<file path="config.mk">
export PLATFORM = sky130hd
export DESIGN_NAME = ccg_sweep_sig
export DESIGN_NICKNAME = d
export VERILOG_FILES = /design/src/rtl/ccg_sweep_pkg.sv /design/src/rtl/ccg_misr.sv /design/src/rtl/ccg_sweep_sig.sv
export SDC_FILE = /design/constraint.sdc
export NUM_CORES = 1
export LEC_CHECK = 0
export CAP_MARGIN = 20
export CORE_MARGIN = 2
export CORE_UTILIZATION = 64
export DETAILED_ROUTE_END_ITERATION = 10
export DONT_BUFFER_PORTS = 1
export GPL_ROUTABILITY_DRIVEN = 1
export HOLD_SLACK_MARGIN = 0.05
export PLACE_DENSITY_LB_ADDON = 0.15
export SYNTH_ARGS = -nofsm -noshare
export SYNTH_HDL_FRONTEND = slang
export SYNTH_SLANG_ARGS = --single-unit
</file>
<file path="constraint.sdc">
create_clock -name clk -period 3.74 [get_ports clk]
set_input_delay 0.561 -clock clk [delete_from_list [all_inputs] [get_ports clk]]
set_output_delay 0.561 -clock clk [all_outputs]
set_load 0.005 [all_outputs]
</file>
<file path="src/rtl/ccg_sweep_pkg.sv">
// Shared types and helpers for the exhaustive-sweep signature engine.
// Holds the FSM state enum, the default MISR taps and a width-generic MISR step.
package ccg_sweep_pkg;

    typedef enum logic [1:0] {
        IDLE   = 2'd0,
        SWEEP  = 2'd1,
        DRAIN  = 2'd2,
        FINISH = 2'd3
    } state_e;

    localparam int unsigned MISR_MAX_W = 32;
    localparam int unsigned MISR_IDX_W = $clog2(MISR_MAX_W);

    localparam logic [15:0] DEFAULT_SIG_POLY = 16'h002D;

    // One MISR shift on the low 'width' bits; poly and data must already fit in width.
    function automatic logic [MISR_MAX_W-1:0] misr_step(
        input logic [MISR_MAX_W-1:0] sig,
        input logic [MISR_MAX_W-1:0] poly,
        input logic [MISR_MAX_W-1:0] data,
        input int unsigned           width
    );
        logic [MISR_MAX_W-1:0] mask;
        logic [MISR_MAX_W-1:0] nxt;
        mask = {MISR_MAX_W{1'b1}} >> (MISR_MAX_W - width);
        nxt  = (sig << 1) ^ data;
        if (sig[MISR_IDX_W'(width - 1)]) begin
            nxt = nxt ^ poly;
        end
        return nxt & mask;
    endfunction

endpackage

</file>
<file path="src/rtl/ccg_misr.sv">
// Multiple-input signature register compacting one response word per enabled cycle.
// SIG_W must not exceed 32.
module ccg_misr
    import ccg_sweep_pkg::*;
#(
    parameter int unsigned      SIG_W     = 16,
    parameter logic [SIG_W-1:0] SIG_POLY  = SIG_W'(DEFAULT_SIG_POLY),
    parameter logic [SIG_W-1:0] SIG_SEED  = '0,
    parameter int unsigned      N_IN_DATA = 8
) (
    input  logic                 clk,
    input  logic                 rst_n,
    input  logic                 clear,
    input  logic                 enable,
    input  logic [N_IN_DATA-1:0] data,
    output logic [SIG_W-1:0]     sig
);

    always_ff @(posedge clk) begin
        if (!rst_n || clear) begin
            sig <= SIG_SEED;
        end else if (enable) begin
            sig <= SIG_W'(misr_step(MISR_MAX_W'(sig), MISR_MAX_W'(SIG_POLY),
                                    MISR_MAX_W'(data), SIG_W));
        end
    end

endmodule

</file>
<file path="src/rtl/ccg_sweep_sig.sv">
// Exhaustive stimulus sweep of a combinational/pipelined DUT with MISR response compaction.
// Optional onset counter of dut_f[0] enabled by defining CCG_SWEEP_ONSET_EN.
module ccg_sweep_sig
    import ccg_sweep_pkg::*;
#(
    parameter int unsigned      N_IN        = 5,
    parameter int unsigned      N_OUT       = 8,
    parameter int unsigned      SIG_W       = 16,
    parameter logic [SIG_W-1:0] SIG_POLY    = SIG_W'(DEFAULT_SIG_POLY),
    parameter logic [SIG_W-1:0] SIG_SEED    = '0,
    parameter int unsigned      CAPTURE_LAT = 0
) (
    input  logic             clk,
    input  logic             rst_n,
    input  logic             start,
    output logic             busy,
    output logic             done,
    output logic [N_IN-1:0]  dut_x,
    input  logic [N_OUT-1:0] dut_f,
    output logic [N_IN-1:0]  vec_idx,
`ifdef CCG_SWEEP_ONSET_EN
    output logic [N_IN:0]    onset_cnt,
`endif
    output logic [SIG_W-1:0] signature
);

    localparam logic [N_IN-1:0] LAST_VEC   = '1;
    localparam logic [1:0]      DRAIN_LAST = (CAPTURE_LAT == 0) ? 2'd0 : 2'(CAPTURE_LAT - 1);

    state_e     state;
    state_e     state_nxt;
    logic       start_acc_c;
    logic       cap_v_c;
    logic [1:0] drain_cnt;

    assign start_acc_c = (state == IDLE) && start;

    always_ff @(posedge clk) begin
        if (!rst_n) begin
            state <= IDLE;
        end else begin
            state <= state_nxt;
        end
    end

    always_comb begin
        state_nxt = state;
        case (state)
            IDLE: begin
                if (start) begin
                    state_nxt = SWEEP;
                end
            end
            SWEEP: begin
                if (dut_x == LAST_VEC) begin
                    state_nxt = (CAPTURE_LAT == 0) ? FINISH : DRAIN;
                end
            end
            DRAIN: begin
                if (drain_cnt == DRAIN_LAST) begin
                    state_nxt = FINISH;
                end
            end
            FINISH:  state_nxt = IDLE;
            default: state_nxt = IDLE;
        endcase
    end

    // Status flags are registered copies of the upcoming state.
    always_ff @(posedge clk) begin
        if (!rst_n) begin
            busy <= 1'b0;
            done <= 1'b0;
        end else begin
            busy <= (state_nxt == SWEEP) || (state_nxt == DRAIN);
            done <= (state_nxt == FINISH);
        end
    end

    always_ff @(posedge clk) begin
        if (!rst_n) begin
            dut_x <= '0;
        end else if (start_acc_c) begin
            dut_x <= '0;
        end else if ((state == SWEEP) && (dut_x != LAST_VEC)) begin
            dut_x <= dut_x + N_IN'(1);
        end
    end

    always_ff @(posedge clk) begin
        if (!rst_n || (state != DRAIN)) begin
            drain_cnt <= 2'd0;
        end else begin
            drain_cnt <= drain_cnt + 2'd1;
        end
    end

    // Capture-valid tag and vector index follow the DUT pipeline depth.
    generate
        if (CAPTURE_LAT == 0) begin : g_no_lat
            assign cap_v_c = (state == SWEEP);
            assign vec_idx = dut_x;
        end else begin : g_lat
            logic [CAPTURE_LAT-1:0] vld_pipe;
            logic [N_IN-1:0]        idx_pipe [CAPTURE_LAT];

            always_ff @(posedge clk) begin
                if (!rst_n) begin
                    vld_pipe <= '0;
                    for (int unsigned i = 0; i < CAPTURE_LAT; i++) begin
                        idx_pipe[i] <= '0;
                    end
                end else begin
                    vld_pipe[0] <= (state == SWEEP);
                    idx_pipe[0] <= dut_x;
                    for (int unsigned i = 1; i < CAPTURE_LAT; i++) begin
                        vld_pipe[i] <= vld_pipe[i-1];
                        idx_pipe[i] <= idx_pipe[i-1];
                    end
                end
            end

            assign cap_v_c = vld_pipe[CAPTURE_LAT-1];
            assign vec_idx = idx_pipe[CAPTURE_LAT-1];
        end
    endgenerate

    ccg_misr #(
        .SIG_W     (SIG_W),
        .SIG_POLY  (SIG_POLY),
        .SIG_SEED  (SIG_SEED),
        .N_IN_DATA (N_OUT)
    ) u_misr (
        .clk    (clk),
        .rst_n  (rst_n),
        .clear  (start_acc_c),
        .enable (cap_v_c),
        .data   (dut_f),
        .sig    (signature)
    );

`ifdef CCG_SWEEP_ONSET_EN
    localparam int unsigned CNT_W = N_IN + 1;

    always_ff @(posedge clk) begin
        if (!rst_n || start_acc_c) begin
            onset_cnt <= '0;
        end else if (cap_v_c && dut_f[0]) begin
            onset_cnt <= onset_cnt + CNT_W'(1);
        end
    end
`endif

endmodule

</file>
* Yosys cells after proc, flatten, opt, wreduce, memory -nomap -nowiden
Index checks and enable logic that the tools add are counted.
** Cells by class
- Add/sub/neg operators :: 2
- Multiply operators :: 0
- Divide/modulo/power cells :: 0
- Order comparisons :: 0
- Equality and inequality tests :: 9
- Shift-type cells :: 0
- Multiplexer cells :: 5
- Bitwise gates (word level) :: 3
- Reductions and logical operators :: 9
** Operators by type and width (count)
- bitwise XOR 16 x 8 -> 16 bit :: 1
- == test 2 bit (second input constant) :: 4
- case mux 2 bit (4 select lines) :: 1
- two-way mux 2 bit :: 3
- two-way mux 6 bit :: 1
- adder 5 x 1 -> 5 bit (second input constant) :: 1
- == test 5 bit (second input constant) :: 1
- inequality test 5 bit (second input constant) :: 1
- == test 2 x 1 -> 1 bit (second input constant) :: 2
- logical NOT 2 bit :: 2
- inverter 4 bit :: 1
- logical OR 1 bit :: 3
- adder 2 x 1 -> 2 bit (second input constant) :: 1
- logical AND 1 bit :: 2
- inequality test 2 bit (second input constant) :: 1
- OR reduction 2 bit :: 1
- logical NOT 1 bit :: 1
- inverter 1 bit :: 1
** Word-level totals
- Flip-flop bits (word level) :: 27
- Bits in latches :: 0
- RAM bits :: 0
- ROM bits :: 0
- Bits of input ports :: 11
- Memories kept :: 0

* Longest topological paths before layout
- Depth after elaboration :: 5
- Mapped depth :: 6

* Cells and area by module
A second synthesis with hierarchy kept.
** Unflattened totals
- Cells, all modules :: 118
- Area total of the unflattened synthesis :: 1196.1 um^2
** Modules (own cells, without submodules)
- ccg_misr :: instances 1, cells an instance 65, area an instance 684.4 um^2, seq. area each 320.3 um^2
- ccg_sweep_sig :: instances 1, cells an instance 53, area an instance 511.7 um^2, seq. area each 220.2 um^2

* Worst setup path after synthesis
No wires, ideal clock.
- Path kind :: register -> register
- Start point :: reg dut_x[0]
- End point :: reg dut_x[3]
- Arrival :: 1582 ps
- Path slack :: 2090 ps
- Stages on the path, launching flop included :: 6
- Buffers on the path :: 0
- Cells stage by stage :: dfxtp_1 -> ha_1 -> and3_1 -> ha_1 -> or4_4 -> a21oi_2
** On the way
- Longest elaborated chain between the ends :: 2
- Elaborated cells on any way between the ends :: 3
- Classes of those cells :: add/sub: 1; eq/ne: 1; reduce/logical: 1
** Ends and longest elaborated chain
- start: declaration :: RTL line ccg_sweep_sig.sv:18 : output logic [N_IN-1:0] dut_x,
- start signal: assignment :: RTL line ccg_sweep_sig.sv:86 : dut_x <= dut_x + N_IN'(1);
- parallel branches: the longest is 2 deep, another holds adder 5 x 1 -> 5 bit
Parallel ways; which one is timed is not known.
A chain may end at the register's enable or synchronous reset.

* Worst setup path after layout
Ends and elaborated chain as after synthesis.

==> results.py <==
metrics = {
    "sta": {
        "slew_violations": 0,
        "relSlewSlack_pct": 57.1,
        "grt_setup_unrepaired": "false",
        "tightest_slew_ps": 644,
        "fin_skew_ps": 8.02,
        "tns_ps": 0,
        "hold_violations": 0,
        "layout_worst_path_cycle_share_pct": 47.4,
        "worst_slack_ps": 1970,
        "max_freq_mhz": 565,
        "fin_crit_ps": 1770,
        "finalSetupViolations": 0,
    },
    "routing": {
        "drc": 0,
        "route.vias.total": 856,
        "first_pass_iters": 4,
        "wire_per_inst_um": 13.0,
        "postRouteAntennaNets": 0,
        "routed_wl_mm": 1.93,
        "vias_per_cell": 5.78,
        "drt_iter0_markers": 12,
    },
    "floorplanning": {
        "dieArea_um2": 2180,
        "rows": 15,
        "core_area_um2": 1730,
        "start_util_pct": 67.4,
        "fp.dieW_um": 46.6,
        "die_y_um": 46.6,
        "io_pins": 39,
    },
    "clocking": {
        "cts_buffer_depth": 2,
        "cts.root.buffer_cell": "clkbuf_4",
        "clk_pin_slew_ps": 140,
        "cts-buffers-inserted": 3,
        "cts_hold_buffers": 0,
        "cts_tree": "yes",
        "clock_latency_ps": 310,
        "cts-htree-levels": 1,
        "cts_sinks": 27,
        "cts-resized-gates": 0,
        "cts_setup_buffers": 0,
    },
    "synth": {
        "syn_avg_cell_area_um2": 8.95,
        "synth-edff-count": 0,
        "synth_flop_cell": "dfxtp_1",
        "syn_area_um2": 1160,
        "synth_fp_nets": 145,
        "synthCells": 130,
        "yosysUniqueCellTypes": 28,
        "async_flop_share_pct": 0,
        "yosysSeqAreaShare_pct": 46.5,
        "ys_ff_latch": 27,
        "ys_warn_count": 0,
    },
    "worst_hold_path": {
        "hold_path_class": "input pin to flip-flop",
    },
    "worst_setup_path": {
        "crit_end": "dut_x[3]",
        "r2r_end": "dut_x[3]",
        "r2r-start": "dut_x[0]",
        "critPathLaunchType": "flip-flop",
        "crit_fanout": 7,
        "cp.required_ps": 4010,
        "reg2reg_setup_slack_ps": 1970,
        "crit_arrival_ps": 2040,
        "startpoint": "dut_x[0]",
        "rr_worst_depth": 5,
        "crit_path_end_kind": "flip-flop",
        "path_class": "flip-flop to flip-flop",
    },
    "global_routing": {
        "grt_pass1_wl_mm": 3.07,
        "grt_max_degree": 23,
        "overflow": 0,
        "grt_usage_pct": 19.6,
        "grt_pass1_vias": 753,
        "grt_antenna_before_repair": 0,
    },
    "power": {
        "ir_drop_mv": 0.220,
        "pwr-share-seq_pct": 65.9,
        "pwr-share-comb_pct": 7.5,
        "leakagePower_uw": 0.000404,
        "p_int_uw": 350,
        "power_density_nw_per_um2": 398,
        "p_sw_share_pct": 24.2,
        "p_sw_uw": 112,
        "pwr-share-clk_pct": 26.6,
    },
    "final_layout": {
        "layout-drive-gt1-share_pct": 7.32,
        "antenna_cells": 0,
        "mostFrequentLayoutCells": "27 x dfxtp_1, 21 x nand2_1, 10 x a21oi_1, 10 x xnor2_1, 8 x nor2_1",
        "nets": 139,
        "final_common_cell": "dfxtp_1",
        "fill_cells": 165,
        "syn2layout_area_growth_pct": -0.108,
    },
    "placed_design": {
        "dp_hpwl_mm": 1.41,
        "pre_cts_slack_ps": 2000,
        "port_buffers": 0,
        "gp_congestion": 0.666,
    },
    "status": {
        "status": "finished, final reports clean",
    },
    "job": {
        "drv_cap": 0,
    },
}
-- cell usage after synthesis (all sizes together), types with 4 or more instances --
cell    instances  area (um^2)
nand2          21         78.8
nand3           4         20.0
a21oi          11         58.8
xnor2          10         87.6
dfxtp          27          541
nor2            8         30.0
buf             9         63.8
a211oi          5         37.5
ha              4         50.1
and2            4         25.0
-- cell type report --
cell class,instances,area (um^2),share of cell area [%]
repair buffers,1,7.51,0.646
clock inverters,1,7.51,0.646
multi-input cells,88,542,46.6
clock buffers,3,22.5,1.94
well taps,25,31.3,2.69
inverters,3,11.3,0.969
flip-flops and latches,27,541,46.5
-- logic make-up (layout without fill, tap and decap cells) --
family / after synthesis / after routing / synth area share [%]
adders and majority gates: 4 / 4 / 4.30
AOI/OAI and AO/OA: 25 / 25 / 13.4
buffers and inverters: 15 / 8 / 7.42
and+or+nand+nor: 49 / 49 / 20.9
DFF: 27 / 27 / 46.5
xor gates and xnor gates: 10 / 10 / 7.53
-- through the flow --
stage / cell area (um^2) / utilization [%] / total power, uW / cells / hold WS, ps
CTS: 1160 / 67.3 / 469 / 148 / 345
global route: 1160 / 67.3 / 487 / 148 / 335
floorplan: 1160 / - / 342 / 130 / 461
finish: 1160 / 67.3 / 462 / 148 / 352
global placement: 1130 / 65.6 / 345 / 144 / 478
detailed placement: 1130 / 65.6 / 346 / 144 / 480
-- state kept, by name, summed over array words and instances (netlist names) --
name,cells
busy,1
u_misr.sig,16
dut_x,5
state,2
done,1
drain_cnt,2
-- metal layers --
| metal | share of wire (%) | routed length, um | GRT usage [%] |
|---|---|---|---|
| met1 | 44 | 851 | 23.0 |
| met2 | 50 | 962 | 34.2 |
| met3 | 5.2 | 100 | 5.49 |
| met4 | 0.78 | 15 | 6.67 |
| met5 | 0 | 0 | 0 |
-- worst min-delay path by stage --
stage                                end          start  slack [ps]  depth (start not counted)
final                           state[1]          rst_n         350                          1
after global routing            state[1]          rst_n         340                          1
after CTS                       state[1]          rst_n         350                          1
after detailed placement   u_misr.sig[9]  u_misr.sig[8]         480                          2
after global placement     u_misr.sig[9]  u_misr.sig[8]         480                          2
after floorplan           u_misr.sig[10]  u_misr.sig[9]         460                          2
-- worst max-delay path, cell delays in order (launching register included) --
cell and delay (ps):
dfxtp_1 400, ha_1 230, and3_1 180, ha_1 250, or4_4 530, a21oi_2 130
-- power by group through the flow --
stage	Clock, uW	Combinational, uW	Sequential, uW
after floorplan	0	33.1	309
after global placement	0	34.1	311
after detailed placement	0	35.0	311
after CTS	129	35.3	305
after global routing	140	39.8	306
final	123	34.8	305
No activity file was read; power rests on OpenSTA's default activity.
